[src/rtl/dcache_refill_unit.sv]
// L1 data-cache miss refill: fetches a 16-beat burst from memory, assembles the line,
// and returns it to the controller with a single-cycle fill strobe. Keeps saturating miss counters.
module dcache_refill_unit #(
  parameter int BLOCK_BITS = 1024,
  parameter int BEAT_BITS  = 64,
  parameter int ADDR_W     = 32
) (
  input  logic                  clk,
  input  logic                  rst,
  input  logic                  miss_valid,
  input  logic                  miss_is_write,
  input  logic [ADDR_W-1:0]     miss_addr,
  output logic                  miss_ready,
  output logic                  mem_req_valid,
  output logic [ADDR_W-1:0]     mem_req_addr,
  input  logic                  mem_req_ready,
  input  logic                  mem_resp_valid,
  input  logic [BEAT_BITS-1:0]  mem_resp_data,
  output logic                  fill_valid,
  output logic [ADDR_W-1:0]     fill_addr,
  output logic [BLOCK_BITS-1:0] fill_data,
  output logic                  fill_is_write,
  output logic                  busy,
  output logic [31:0]           rd_miss_count,
  output logic [31:0]           wr_miss_count
);

  // state | meaning
  // IDLE  | waiting for a miss; only state that accepts a request
  // REQ   | burst request presented to memory, held until accepted
  // RECV  | collecting beats into the line buffer, gaps allowed
  // FILL  | one-cycle fill strobe back to the cache controller

  localparam int BEATS = BLOCK_BITS / BEAT_BITS;
  localparam int CNT_W = $clog2(BEATS);
  localparam logic [ADDR_W-1:0] OFF_MASK = ADDR_W'(BLOCK_BITS / 8 - 1);

  typedef enum logic [1:0] {
    S_IDLE = 2'd0,
    S_REQ  = 2'd1,
    S_RECV = 2'd2,
    S_FILL = 2'd3
  } state_t;

  state_t                  state_q;
  state_t                  state_d;
  logic [ADDR_W-1:0]       addr_q;
  logic                    is_write_q;
  logic [CNT_W-1:0]        beat_cnt;
  logic [BLOCK_BITS-1:0]   line_q;
  logic                    accept;
  logic                    beat_fire;
  logic                    last_beat;

  assign accept    = miss_valid && (state_q == S_IDLE);
  assign beat_fire = mem_resp_valid && (state_q == S_RECV);
  assign last_beat = beat_fire && (beat_cnt == CNT_W'(BEATS - 1));

  always_ff @(posedge clk) begin
    if (rst) begin
      state_q <= S_IDLE;
    end else begin
      state_q <= state_d;
    end
  end

  always_comb begin
    state_d = state_q;
    case (state_q)
      S_IDLE:  if (miss_valid) state_d = S_REQ;
      S_REQ:   if (mem_req_ready) state_d = S_RECV;
      S_RECV:  if (last_beat) state_d = S_FILL;
      S_FILL:  state_d = S_IDLE;
      default: state_d = S_IDLE;
    endcase
  end

  always_comb begin
    miss_ready    = 1'b0;
    mem_req_valid = 1'b0;
    fill_valid    = 1'b0;
    busy          = 1'b1;
    case (state_q)
      S_IDLE: begin
        miss_ready = 1'b1;
        busy       = 1'b0;
      end
      S_REQ:   mem_req_valid = 1'b1;
      S_FILL:  fill_valid    = 1'b1;
      default: ;
    endcase
  end

  // Line, address and type stay registered so the fill view is stable until the next accept.
  assign mem_req_addr  = addr_q;
  assign fill_addr     = addr_q;
  assign fill_data     = line_q;
  assign fill_is_write = is_write_q;

  always_ff @(posedge clk) begin
    if (rst) begin
      addr_q        <= '0;
      is_write_q    <= 1'b0;
      beat_cnt      <= '0;
      line_q        <= '0;
      rd_miss_count <= '0;
      wr_miss_count <= '0;
    end else begin
      if (accept) begin
        addr_q     <= miss_addr & ~OFF_MASK;
        is_write_q <= miss_is_write;
        beat_cnt   <= '0;
        if (miss_is_write) begin
          if (wr_miss_count != '1) wr_miss_count <= wr_miss_count + 32'd1;
        end else begin
          if (rd_miss_count != '1) rd_miss_count <= rd_miss_count + 32'd1;
        end
      end
      if (beat_fire) begin
        line_q[int'(beat_cnt) * BEAT_BITS +: BEAT_BITS] <= mem_resp_data;
        beat_cnt <= beat_cnt + CNT_W'(1);
      end
    end
  end

endmodule

[config.mk]
export PLATFORM = sky130hd
export DESIGN_NAME = dcache_refill_unit
export DESIGN_NICKNAME = d
export VERILOG_FILES = /design/src/rtl/dcache_refill_unit.sv
export SDC_FILE = /design/constraint.sdc
export NUM_CORES = 2
export LEC_CHECK = 0
export ABC_CLOCK_PERIOD_IN_PS = 4300
export CAP_MARGIN = 20
export CELL_PAD_IN_SITES_DETAIL_PLACEMENT = 0
export CELL_PAD_IN_SITES_GLOBAL_PLACEMENT = 1
export CORE_AREA = 3 3 490 492
export CTS_CLUSTER_DIAMETER = 200
export DETAILED_ROUTE_END_ITERATION = 10
export DIE_AREA = 0 0 493 495
export DONT_BUFFER_PORTS = 1
export PLACE_DENSITY_LB_ADDON = 0.05
export SETUP_SLACK_MARGIN = 0.3
export SKIP_LAST_GASP = 1
export SLEW_MARGIN = 15
export SYNTH_ARGS = -nofsm -noshare
export SYNTH_HDL_FRONTEND = slang
export SYNTH_SLANG_ARGS = --single-unit
export TNS_END_PERCENT = 20
[constraint.sdc]
create_clock -name clk -period 4.3 [get_ports clk]
set_input_delay 0.43 -clock clk [delete_from_list [all_inputs] [get_ports clk]]
set_output_delay 0.43 -clock clk [all_outputs]
set_load 0.02 [all_outputs]
==> flow_metrics.env <==
export IMPL_outcome="finished, violations left"
export IMPL_failing_checks="slew limit"
export IMPL_viasPerCell=4.64
export IMPL_grt_antenna_before_repair=20
export IMPL_cts_htree_levels=4
export IMPL_layout_worst_path_cycle_share_pct=87.9
export IMPL_die_ht_um=495
export IMPL_cts_tree="done"
export IMPL_place_worst_setup_slack_ns=0.829
export IMPL_tightestPinTransition_ns=1.65
export IMPL_layout_drive_gt1_share_pct=7.90
export IMPL_critical_path_class="flop to flop"
export IMPL_drt_drc_violations_left=0
export IMPL_met3_resource_use_gr_pct=9.39
export IMPL_drv_slew=138
export IMPL_fin_setup_tns_ns=0
export IMPL_finalSetupViolations=0
export IMPL_vdd_ir_drop_max_mv=0.304
export IMPL_finalWorstPathRequiredPeriod_ns=3.78
export IMPL_width_of_the_die_um=493
export IMPL_rows=178
export IMPL_final_hold_viol_count=0
export IMPL_internal_power_contribution_uw=18400
export IMPL_netlist_area_leader_share_pct=53.0
export IMPL_global_route_peak_usage_layer="met2"
export IMPL_fin_total_pwr_uw=25600
export IMPL_rsz0062_at_grt="true"
export IMPL_fillCellCount=25827
export IMPL_finalWorstSetupSlack_ns=0.518
export IMPL_placed_cells=7960
export IMPL_cts_made_buffers=154
export IMPL_design_portCount=1259
export IMPL_grt_start_max_net_pins=684
export IMPL_pwr_share_seq_pct=42.5
export IMPL_clock_insertion_delay_worst_skew_ns=0.82
export IMPL_floorplan_initialDensity_pct=17.9
export IMPL_power_frac_comb_pct=8.1
export IMPL_async_s_r_ff_share_synth_pct=0
export IMPL_crit_start_category="flop"
export IMPL_timing_critical_path_fanout_max=64
export IMPL_io_buffer_count=0
export IMPL_routed_wirelength_um=287000
export IMPL_grt_overflow_total=0
export IMPL_detailroute_via_count=40405
export IMPL_cts_root_buffer_cell="clkbuf_16"
export IMPL_fmax_ghz=0.264
export IMPL_area_delta_synth_final_pct=31.2
export IMPL_yosysMostFrequentCell="nand2_1"
export IMPL_grt_util_met2_pct=37.6
export IMPL_track_usage_pct=22.4
export IMPL_max_slew_margin_pct=-10.2
export IMPL_clockPowerShare_pct=49.4
export IMPL_endpoint_kind="flop"
export IMPL_p_per_area_nw_per_um2=461
export IMPL_postSynthAreaPerCell_um2=7.93
export IMPL_syn_area_um2=42300
export IMPL_yosysWarningCount=0
export IMPL_ys_seq_elements=1120
export IMPL_cts_num_sinks=1120
export IMPL_nNetsFinal=5557
export IMPL_timing_critical_path_required_ns=5.00
export IMPL_instances_no_fill=8711
export IMPL_avgRoutedWirePerCell_um=33.0
export IMPL_synth_edf_count=0
export IMPL_post_synth_top_cells="1,178 x nand2_1, 1,120 x dfxtp_1, 1,089 x a21oi_1"
export IMPL_yosys_top_cells_area="dfxtp_1 53%, a21oi_1 13%, nand3_1 11%, nand2_1 10%, clkbuf_1 3.6%"
export IMPL_estimated_wirelength_of_the_detail_placed_design_um=180000
export IMPL_yosys_most_used_dff="dfxtp_1"
export IMPL_number_of_global_route_vias_before_repair=38437
export IMPL_drt_pre_antenna_iters=6
export IMPL_post_cts_setup_buffers=0
export IMPL_drt_iter0_markers=3116
export IMPL_gpl_final_weighted_congestion=0.741
export IMPL_yosysTopAreaCell="dfxtp_1"
export IMPL_multiInputGateArea_um2=17300
export IMPL_power_switching_uw=7200
export IMPL_fp_dieArea_um2=244000
export IMPL_switching_share_pct=28.2
export IMPL_synthDistinctLibCells=62
export IMPL_share_of_the_yosys_chip_area_belonging_to_registers_pct=53.0
export IMPL_power_leakage_uw=0.0179
export IMPL_final_seq_area_um2=22400
export IMPL_ctsLongestPathBuffers=3
export IMPL_groute_layer_met1_usage_pct=26.0
export IMPL_cts_reportedPaths_clkPinSlew_ns=0.06
export IMPL_finClkSkew_ns=0.0575
export IMPL_core_um2=236000
export IMPL_hold_path_class="input pin to flop"
export IMPL_arrival_ns=4.48
export IMPL_final_antenna_net_count=0
export IMPL_wire_length_of_the_first_global_routing_pass_um=377000
export IMPL_synth_cells=5335
export IMPL_drv_max_cap_violation_count=0
==> routing by layer <==
| layer | up-vias | wire length (um) |
|---|---|---|
| met5 | - | 31 |
| met4 | 4 | 9420 |
| met3 | 305 | 28700 |
| met2 | 1465 | 137000 |
| met1 | 20282 | 112000 |
| li1 | 18349 | - |
==> kinds of logic after synthesis <==
| kind of cell | share of synthesized area, % |
|---|---|
| AO/OA/AOI/OAI | 14.0 |
| XOR/XNOR | 0.515 |
| adder cells (fa/ha/maj) | 0.325 |
| buffers and inverters | 6.67 |
| flip-flops | 53.0 |
| multiplexers | 0.160 |
| other | 0.00887 |
| AND/OR/NAND/NOR | 25.3 |
==> placed cells by master, fill, tap and decap left out, types with 11 or more instances in the layout <==
cell	netlist	layout
nand3_1	919	919
clkbuf_1	404	58
nor2_1	52	50
or4_1	18	18
a21oi_1	1089	1089
nand4_1	86	86
nand2_1	1178	1168
buf_4	39	56
clkbuf_16	0	159
xnor2_1	17	17
o31ai_1	13	13
and3_1	12	11
o21ai_0	21	21
buf_16	0	12
dfxtp_1	1120	1120
or3_1	22	21
inv_1	17	17
clkbuf_8	0	26
buf_12	0	104
dlygate4sd3_1	0	402
conb_1	1	14
==> final cells by class <==
cell class,count,area share (%)
Clock buffer,243,8.21
Timing Repair Buffer,575,12.4
Sequential cell,1120,40.4
Multi-Input combinational cell,3576,31.2
Inverter,17,0.115
Clock inverter,24,0.510
Tap cell,3150,7.10
Antenna cell,6,0.0271
==> power by group through the flow <==
stage	clock, uW	combinational [uW]	sequential [uW]
floorplan	0	1060	10900
global placement	0	1090	11100
detailed placement	0	1090	11100
CTS	13100	1980	10900
global route	13500	2190	10900
finish	12600	2070	10900
==> registers in the layout, summed over array words and instances (netlist names) <==
name / flops
state_q: 2
rd_miss_count: 32
wr_miss_count: 32
beat_cnt: 4
fill_addr: 25
fill_is_write: 1
fill_data: 1024
==> per-stage QoR <==
step / hold WS [ns] / area, um^2 / util [%]
6_report: 0.128 / 55500 / 23.5
5_1_grt: 0.0979 / 55500 / 23.5
4_1_cts: 0.00712 / 55300 / 23.5
3_5_place_dp: 0.551 / 45000 / 19.1
3_3_place_gp: 0.538 / 45000 / 19.1
2_1_floorplan: 0.511 / 42300 / -
==> worst max-delay path: stages, from the launching register on <==
cell	delay [ns]
dfxtp_1	0.37
inv_1	0.28
ha_1	0.37
xor2_2	0.71
nand2_4	0.14
or3_2	0.50
buf_4	0.33
nand2_1	0.18
a21oi_1	0.07
dlygate4sd3_1	0.60
==> path summary, 6_finish.rpt <==
path                 start                end  slack [ns]  cells after the start
min reg2reg     state_q[0]         state_q[0]        0.55                      2
min          miss_is_write  wr_miss_count[16]        0.13                      3
max            beat_cnt[0]      fill_data[44]        0.52                      9
max reg2reg    beat_cnt[0]      fill_data[44]        0.52                      9
==> repair_timing <==
action / in CTS / in global routing
endpoints found under the hold margin: 1113 / 0
endpoints found under the setup margin: 0 / 51
resized for setup: 0 / 4
hold buffers: 473 / 0
Power figures use the tool's default switching activity.
